==> config.mk <==
export PLATFORM = sky130hd
export DESIGN_NAME = gcd_engine
export DESIGN_NICKNAME = d
export VERILOG_FILES = /design/src/rtl/gcd_engine.sv
export SDC_FILE = /design/constraint.sdc
export NUM_CORES = 1
export LEC_CHECK = 0
export ABC_AREA = 1
export CAP_MARGIN = 0
export CORE_UTILIZATION = 35
export DETAILED_ROUTE_END_ITERATION = 10
export PLACE_DENSITY = 0.62
export REMOVE_ABC_BUFFERS = 1
export SYNTH_ARGS = -nofsm -noshare
export SYNTH_HDL_FRONTEND = slang
export SYNTH_SLANG_ARGS = --single-unit
export TNS_END_PERCENT = 20
==> constraint.sdc <==
create_clock -name clk -period 2.4 [get_ports clk]
set_input_delay 0.48 -clock clk [delete_from_list [all_inputs] [get_ports clk]]
set_output_delay 0.48 -clock clk [all_outputs]
set_load 0.02 [all_outputs]
==> src/rtl/gcd_engine.sv <==
// gcd_engine: multi-cycle unsigned GCD unit.
//
// The algorithm is picked by a parameter: MODE=0 is subtractive Euclid and
// MODE=1 is binary (Stein) GCD. The engine does one algorithm step per clock.
// Operands come in on a valid/ready handshake. The result is held on a
// valid/ack handshake until the consumer acknowledges it.
//
// Optional feature: define GCD_CYCLE_COUNT_EN to add the `cycles` output. It
// reports how many CALC cycles the last operation took, and it saturates.
//
// Ports:
//   clk            in   rising-edge clock
//   reset_n        in   asynchronous active-low reset
//   operands_valid in   A_in/B_in valid this cycle (sampled only in IDLE)
//   A_in, B_in     in   unsigned operands, WIDTH bits
//   ready          out  engine idle, will capture operands on operands_valid
//   gcd_valid      out  gcd_out holds a finished result
//   gcd_out        out  unsigned result, held until the next capture
//   ack            in   consumer has taken the result (sampled only in DONE)
//   cycles         out  CALC-cycle count, CNT_W bits (GCD_CYCLE_COUNT_EN only)
module gcd_engine #(
  parameter int WIDTH = 16,
  parameter int MODE  = 0,
  parameter int CNT_W = 24
) (
  input  logic             clk,
  input  logic             reset_n,
  input  logic             operands_valid,
  input  logic [WIDTH-1:0] A_in,
  input  logic [WIDTH-1:0] B_in,
  output logic             ready,
  output logic             gcd_valid,
  output logic [WIDTH-1:0] gcd_out,
`ifdef GCD_CYCLE_COUNT_EN
  output logic [CNT_W-1:0] cycles,
`endif
  input  logic             ack
);

  // k counts the common factors of two that Stein strips off. It must be able
  // to hold WIDTH, so it gets one bit more than log2(WIDTH).
  localparam int K_W = $clog2(WIDTH) + 1;

  localparam logic [WIDTH-1:0] ZERO   = {WIDTH{1'b0}};
  localparam logic [K_W-1:0]   K_ZERO = {K_W{1'b0}};
  localparam logic [K_W-1:0]   K_ONE  = {{(K_W-1){1'b0}}, 1'b1};

  typedef enum logic [1:0] {
    IDLE = 2'd0,
    CALC = 2'd1,
    DONE = 2'd2
  } state_t;

  state_t           state;
  logic [WIDTH-1:0] a;
  logic [WIDTH-1:0] b;
  logic [K_W-1:0]   k;

`ifdef GCD_CYCLE_COUNT_EN
  localparam logic [CNT_W-1:0] CNT_ZERO = {CNT_W{1'b0}};
  localparam logic [CNT_W-1:0] CNT_ONE  = {{(CNT_W-1){1'b0}}, 1'b1};
  localparam logic [CNT_W-1:0] CNT_MAX  = {CNT_W{1'b1}};
`endif

  // Control FSM and datapath: capture, one algorithm step per CALC cycle,
  // result hold. All outputs are registered here.
  always_ff @(posedge clk or negedge reset_n) begin
    if (!reset_n) begin
      state     <= IDLE;
      ready     <= 1'b1;
      gcd_valid <= 1'b0;
      gcd_out   <= ZERO;
      a         <= ZERO;
      b         <= ZERO;
      k         <= K_ZERO;
`ifdef GCD_CYCLE_COUNT_EN
      cycles    <= CNT_ZERO;
`endif
    end else begin
      case (state)
        IDLE: begin
          if (operands_valid) begin
            a      <= A_in;
            b      <= B_in;
            k      <= K_ZERO;
`ifdef GCD_CYCLE_COUNT_EN
            cycles <= CNT_ZERO;
`endif
            ready  <= 1'b0;
            state  <= CALC;
          end
        end

        CALC: begin
`ifdef GCD_CYCLE_COUNT_EN
          // The final (terminating) step is counted too.
          if (cycles != CNT_MAX) begin
            cycles <= cycles + CNT_ONE;
          end
`endif
          if (MODE == 0) begin
            // Euclid: keep A >= B by swapping, subtract until B reaches zero.
            if (a < b) begin
              a <= b;
              b <= a;
            end else if (b != ZERO) begin
              a <= a - b;
            end else begin
              gcd_out   <= a;
              gcd_valid <= 1'b1;
              state     <= DONE;
            end
          end else begin
            // Stein: strip shared twos into k, then strip single twos, then
            // subtract the smaller odd value from the larger. When one side
            // reaches zero the other side, scaled by 2^k, is the answer.
            if (a == ZERO) begin
              gcd_out   <= b << k;
              gcd_valid <= 1'b1;
              state     <= DONE;
            end else if (b == ZERO) begin
              gcd_out   <= a << k;
              gcd_valid <= 1'b1;
              state     <= DONE;
            end else if (!a[0] && !b[0]) begin
              a <= a >> 1;
              b <= b >> 1;
              k <= k + K_ONE;
            end else if (!a[0]) begin
              a <= a >> 1;
            end else if (!b[0]) begin
              b <= b >> 1;
            end else if (a >= b) begin
              a <= a - b;
            end else begin
              b <= b - a;
            end
          end
        end

        DONE: begin
          // gcd_out stays as it is. Only the handshake flags move.
          if (ack) begin
            gcd_valid <= 1'b0;
            ready     <= 1'b1;
            state     <= IDLE;
          end
        end

        default: begin
          state     <= IDLE;
          ready     <= 1'b1;
          gcd_valid <= 1'b0;
        end
      endcase
    end
  end

endmodule

==> impl_metrics.toml, run 1 <==
[status]
status = "finished, final reports clean"

[pwr]
power_frac_comb_pct = 70.2
leakage_nw = 2.350
ir_worst_vdd_uv = 513.6
clkPwrFrac_pct = 9.3
switching_power_mw = 3.739
swShare_pct = 51.71
power_frac_seq_pct = 20.6
p_total_mw = 7.230
power_density_mw_per_mm2 = 1601
intPower_mw = 3.492

[layout]
finish.net_count = 662
area_growth_pct = 24.31
fill_cells = 1049
final_cells = 743
regArea_mm2 = 0.001303
drive_above_1_share_pct = 6.721
n_antenna_cell = 0
multi_input_area_mm2 = 0.001921

[cts]
htreeDepth = 2
cts_tree = "yes"
cts_sinks = 52
cts.path.max_buffers = 2
root_buffer = "clkbuf_8"
clkLatencyLatePin_ps = 310
path_clk_slew_ps = 100
cts_made_buffers = 5

[sta]
max-slew-margin-rel_pct = 57.53
period_needed_ps = 2214
skew_ps = 10.52
worst_pin_slew_ps = 637.0
fin_crit_sh_pct = 92.23
setup_viol = 0
fmax_ghz = 0.4518
slew_viol_final = 0
whs_ps = 177.8
rsz0062_at_grt = "no"
hold_viol = 0

[global_route]
grt-ovfl-total = 0
track_usage_pct = 18.18
grt_pass1_wl_mm = 16.03
antenna_found_initial = 0
grt_max_degree = 28
grt_pass1_vias = 3505

[synthesis]
synthFlopType = "dfrtp_1"
yosys.area.top_type_share_pct = 35.12
yosysSeqAreaShare_pct = 35.85
yosys.area.top_type = "dfrtp_1"
synth_cells = 551
synth_area_leaders = "dfrtp_1 35%, nand2_1 24%, inv_1 8.9%"
yosysUniqueCellTypes = 31
synth_commonest_cells = "232 x nand2_1, 86 x inv_1, 52 x o21ai_0, 51 x dfrtp_1, 30 x nand3_1"
yosysMostFrequentCell = "nand2_1"
yosysWarnings = 0
avgSynthCellArea_um2 = 6.594
synth_edf_count = 0
async_flop_share_pct = 100.0
syn_area_mm2 = 0.003633
ys_seq_elements = 52

[placement]
io_buffers = 53
dp_cells = 733
routabilityCongestion = 0.9186
hpwl_mm = 7.238

[route]
drc_errors = 0
drt_iter0_drc = 154
drt_pass1_iterations = 5
wire_per_inst_um = 12.54
routed_via_density = 4.720
ant_nets = 0
via_count = 3507
wl_mm = 9.317

[worst_setup_path]
worstSetupPathType = "reg2reg"
crit_path_cell_trace = "inv_1 -> ha_1 -> fa_2 -> inv_1 -> nand2_1 -> nand2_2 -> nand3_1 -> nand2_2 -> nand2_2 -> nand2_2 -> nand4_4 -> buf_8 -> o21ai_0"
crit_top_cell = "nand2_2"
cp_data_arrival_time_ps = 2430
slowest_delay_ps = 360
startpoint_type = "flip-flop"
required_ps = 2610
cp_max_fo = 21
slowest_stage = "dfrtp_1"
endpoint_kind = "flip-flop"

[flow_run]
maxCapViolCount = 0

[floorplan]
rows = 36
start_util_pct = 36.67
core_area_mm2 = 0.009910
die_x_um = 103.9
io_pins = 54
die_y_um = 103.9
dieArea_mm2 = 0.01079

[min_path]
worstHoldPathType = "in2async"
power groups by stage:
stage | Sequential, mW | Clock (mW) | Combinational, mW
2_1_floorplan | 1.55 | 0 | 3.52
3_3_place_gp | 1.49 | 0 | 4.79
3_5_place_dp | 1.50 | 0 | 4.86
4_1_cts | 1.49 | 0.695 | 4.90
5_1_grt | 1.53 | 0.728 | 5.89
6_report | 1.49 | 0.669 | 5.08
cell type report:
cell class	instances	share of cell area, %
clock buffer	7	2.133
inverter	89	7.618
multi-input combinational	395	42.52
timing repair inverter	1	0.1385
sequential	52	28.84
timing repair buffer	65	14.40
clock inverter	1	0.6648
tap	133	3.684
cells by family (layout without fill, tap and decap cells):
| family | after synthesis | count (layout) | synth area share, % |
|---|---|---|---|
| and+or+nand+nor | 310 | 310 | 36.12 |
| buffers and inverters | 104 | 163 | 11.71 |
| AOI/OAI and AO/OA | 61 | 61 | 8.574 |
| DFF | 52 | 52 | 35.85 |
| adders and majority gates | 17 | 17 | 6.061 |
| xor gates and xnor gates | 7 | 7 | 1.687 |
critical path, delay by kind of cell (launching register included):
kind            cells  cell delay, ps
buf+inv             3             360
compound gates      1             190
fa+ha+maj           2             590
simple gates        7             630
flops               1             360
stage by stage:
step                      util [%]  setup WS, ps  cell area [um2]  setup TNS (ps)
after floorplan                  -         122.7             3542               0
after global placement       43.69         119.3             4329               0
after detailed placement     43.69        -6.325             4329          -6.325
after CTS                    44.99         42.95             4458               0
after global routing         45.58         5.062             4517               0
final                        45.58         186.5             4517               0
state kept, by name, indices dropped and copies added, names as in the netlist:
| name | count |
|---|---|
| b | 16 |
| ready | 1 |
| gcd_out | 16 |
| gcd_valid | 1 |
| a | 16 |
| state | 2 |
layout by cell type, fill, tap and decap left out:
master and count:
nand2_1 229, a21oi_2 1, nand3_4 2, inv_4 2, nand2_4 1, nand3b_1 1, nand3_1 30, inv_1 86
o21ai_1 1, buf_4 6, xor2_1 5, buf_2 1, o21ai_0 51, dfstp_2 1, clkbuf_8 7, a21oi_1 7
inv_8 1, o21bai_1 1, nand4_4 1, buf_6 4, nand4_1 10, ha_1 16, dfrtp_1 51, or2_1 1
buf_12 1, nor3_1 1, xnor2_1 2, inv_2 1, nor3_2 1, fa_2 1, nor2_2 1, nor2_1 22
nor2_4 1, bufinv_16 1, buf_8 1, and2_1 3, clkdlybuf4s50_1 52, nand2_2 6
repair_timing:
action,in CTS,in global routing
endpoints found under the setup margin,1,48
gates resized for setup,1,17
hold endpoints to repair,0,0
pin swaps,0,0
hold buffers,0,0
cloned,0,1
setup buffers,0,1
metal layers:
layer / GRT usage, % / part of all wire [%] / wire length, um / vias to the layer above
li1: - / - / - / 1815
met1: 24.41 / 49 / 4554 / 1597
met2: 30.57 / 46 / 4247 / 84
met3: 2.005 / 4.1 / 383 / 11
met4: 5.816 / 1.4 / 132 / 0
met5: 0 / 0 / 0 / -
path summary, 6_finish.rpt:
path | start | end | cells after the start | slack [ps]
max | a[0] | gcd_out[12] | 13 | 190
min | reset_n | gcd_out[6] | 1 | 180
max reg2reg | a[0] | gcd_out[12] | 13 | 190
min reg2reg | gcd_out[9] | gcd_out[9] | 2 | 490
max in group asynchronous | reset_n | ready | 2 | 1580
min in group clk | gcd_out[9] | gcd_out[9] | 2 | 490
Power figures use the tool's default switching activity.
==> run 2: changes to the inputs <==
Settings changed: SKIP_LAST_GASP set to 1.
==> results of run 2 <==
The final DEF is identical to that of run 1; final timing and power are the same.
==> run 3: changes to the inputs <==
Settings changed: SETUP_SLACK_MARGIN set to 0.2.
==> run 3 against run 2 <==
  * Combinational power increased by 9.4%
  * Sequential share of layout area is 2.4 points lower
  * Total power up 7.2%
  * Sequential power barely moved
  * Count of clock-buffer cells in the layout unchanged
  * Critical path type unchanged
  * Critical endpoint is now gcd_out[3]
  * Highest routed layer unchanged
==> impl_metrics.toml, run 3 (synthesized netlist as in run 1, its figures left out) <==
[status]
status = "finished, final reports clean"

[cts]
root_buffer = "clkbuf_8"
clkLatencyLatePin_ps = 310
path_clk_slew_ps = 100
htreeDepth = 2
cts_tree = "yes"
cts_sinks = 52
hold_buffers = 0
cts.path.max_buffers = 2
cts_made_buffers = 5

[global_route]
track_usage_pct = 18.94
grt_pass1_vias = 3555
grt-ovfl-total = 0
antenna_found_initial = 0
grt_max_degree = 28
grt_pass1_wl_mm = 16.59

[sta]
hold_viol = 0
rsz0062_at_grt = "yes"
fmax_ghz = 0.4569
skew_ps = 11.00
fin_crit_sh_pct = 91.20
max-slew-margin-rel_pct = 57.06
worst_pin_slew_ps = 644.1
setup_viol = 0
period_needed_ps = 2189
slew_viol_final = 0

[placement]
hpwl_mm = 7.238
io_buffers = 53
dp_cells = 733
routabilityCongestion = 0.9186

[worst_setup_path]
reg2reg_depth = 14
cp_max_fo = 6
startpoint_type = "flip-flop"
critPathTopFamily = "simple AND/OR/NAND/NOR gates"
worstSetupPathType = "reg2reg"
reg2reg_to = "gcd_out[3]"
cp_data_arrival_time_ps = 2390
crit_path_cell_trace = "ha_4 -> fa_2 -> inv_2 -> nand2_2 -> nand2_2 -> nand3_2 -> nand2_2 -> nand2_4 -> nand2_4 -> nand4_4 -> buf_6 -> clkbuf_16 -> nand2_2 -> o21ai_1"
rr_startpoint = "b[0]"
required_ps = 2610
endpoint_kind = "flip-flop"
slowest_delay_ps = 420
r2r_setup_slack_ps = 210
crit_top_cell = "nand2_2"
slowest_stage = "dfrtp_1"
critPathBufInv = 3

[layout]
final_common_cell = "nand2_1"
layout_common_cells = "215 x nand2_1, 82 x inv_1, 52 x clkdlybuf4s50_1"
multi_input_area_mm2 = 0.002102
finish.net_count = 678
reg_top3 = "a: 16 flops, b: 16 flops, gcd_out: 16 flops"
regArea_mm2 = 0.001303
n_antenna_cell = 0
fill_cells = 1002
fin_util_pct = 49.65
final_cells = 759
area_growth_pct = 35.40
drive_above_1_share_pct = 14.70

[floorplan]
rows = 36
io_pins = 54
start_util_pct = 36.67
die_x_um = 103.9
die_y_um = 103.9
dieArea_mm2 = 0.01079
core_area_mm2 = 0.009910

[pwr]
p_total_mw = 7.754
power_density_mw_per_mm2 = 1576
leakage_nw = 2.521
ir_worst_vdd_uv = 536.3

[route]
drt_pass1_iterations = 4
via_count = 3607
ant_nets = 0
drt_iter0_drc = 161
routed_via_density = 4.752
wire_per_inst_um = 13.21
wl_mm = 10.03
drc_errors = 0

[flow_run]
maxCapViolCount = 0

[min_path]
worstHoldPathType = "in2async"
==> run 3: cell count changes in the layout (fill, tap and decap cells not counted), sizes merged <==
cell | before | now
buf | 13 | 27
clkbuf | 7 | 9
==> run 3: report_power, final <==
part	switching, mW	internal [mW]	total, mW
clock	0.309	0.369	0.678
combinational	3.42	2.14	5.56
sequential	0.249	1.27	1.52
total	3.98	3.78	7.75
==> run 3: worst max path at each step <==
stage	start	endpoint	cells past startpoint
3_3_place_gp	a[0]	a[13]	16
5_1_grt	b[0]	gcd_out[3]	14
4_1_cts	a[0]	gcd_out[1]	15
6_report	b[0]	gcd_out[3]	14
2_1_floorplan	a[0]	b[0]	13
3_5_place_dp	a[0]	a[13]	16
==> run 3: cell type report <==
class	instances	share of cell area, %
Clock buffer	7	1.958
Tap cell	133	3.383
Multi-Input combinational cell	395	42.73
Clock inverter	1	0.6104
Timing Repair Buffer	81	17.78
Sequential cell	52	26.48
Timing Repair inverter	1	0.1272
Inverter	89	6.943
==> run 3: repair_timing <==
| item | 4_1_cts | 5_1_grt |
|---|---|---|
| pin swaps | 1 | 8 |
| gates cloned | 3 | 2 |
| gates resized for setup | 19 | 67 |
| setup buffers | 5 | 8 |
| setup endpoints to repair | 48 | 50 |
==> run 3: stage by stage <==
step	hold WS [ps]	setup WS, ps	TNS [ps]	area, um2
after detailed placement	470.3	-6.325	-6.325	4329
after floorplan	184.4	122.7	0	3542
after global routing	227.9	89.39	0	4920
after global placement	462.3	119.3	0	4329
after CTS	195.8	172.9	0	4617
final	178.9	211.2	0	4920
==> run 3: layer usage <==
layer | global-route usage [%] | vias to the layer above | routed length (um) | share of wire, %
met5 | 0 | - | 0 | 0
met4 | 4.898 | 0 | 114 | 1.1
met3 | 1.817 | 8 | 439 | 4.4
met2 | 32.14 | 88 | 4610 | 46
met1 | 25.79 | 1666 | 4862 | 48
li1 | - | 1845 | - | -
==> run 3: worst reg2reg max path, stage by stage (launching register included) <==
cell       delay, ps
dfrtp_1          420
ha_4             180
fa_2             370
inv_2             80
nand2_2           50
nand2_2           90
nand3_2           70
nand2_2          100
nand2_4           70
nand2_4          100
nand4_4          120
buf_6            180
clkbuf_16        160
nand2_2           50
o21ai_1           50
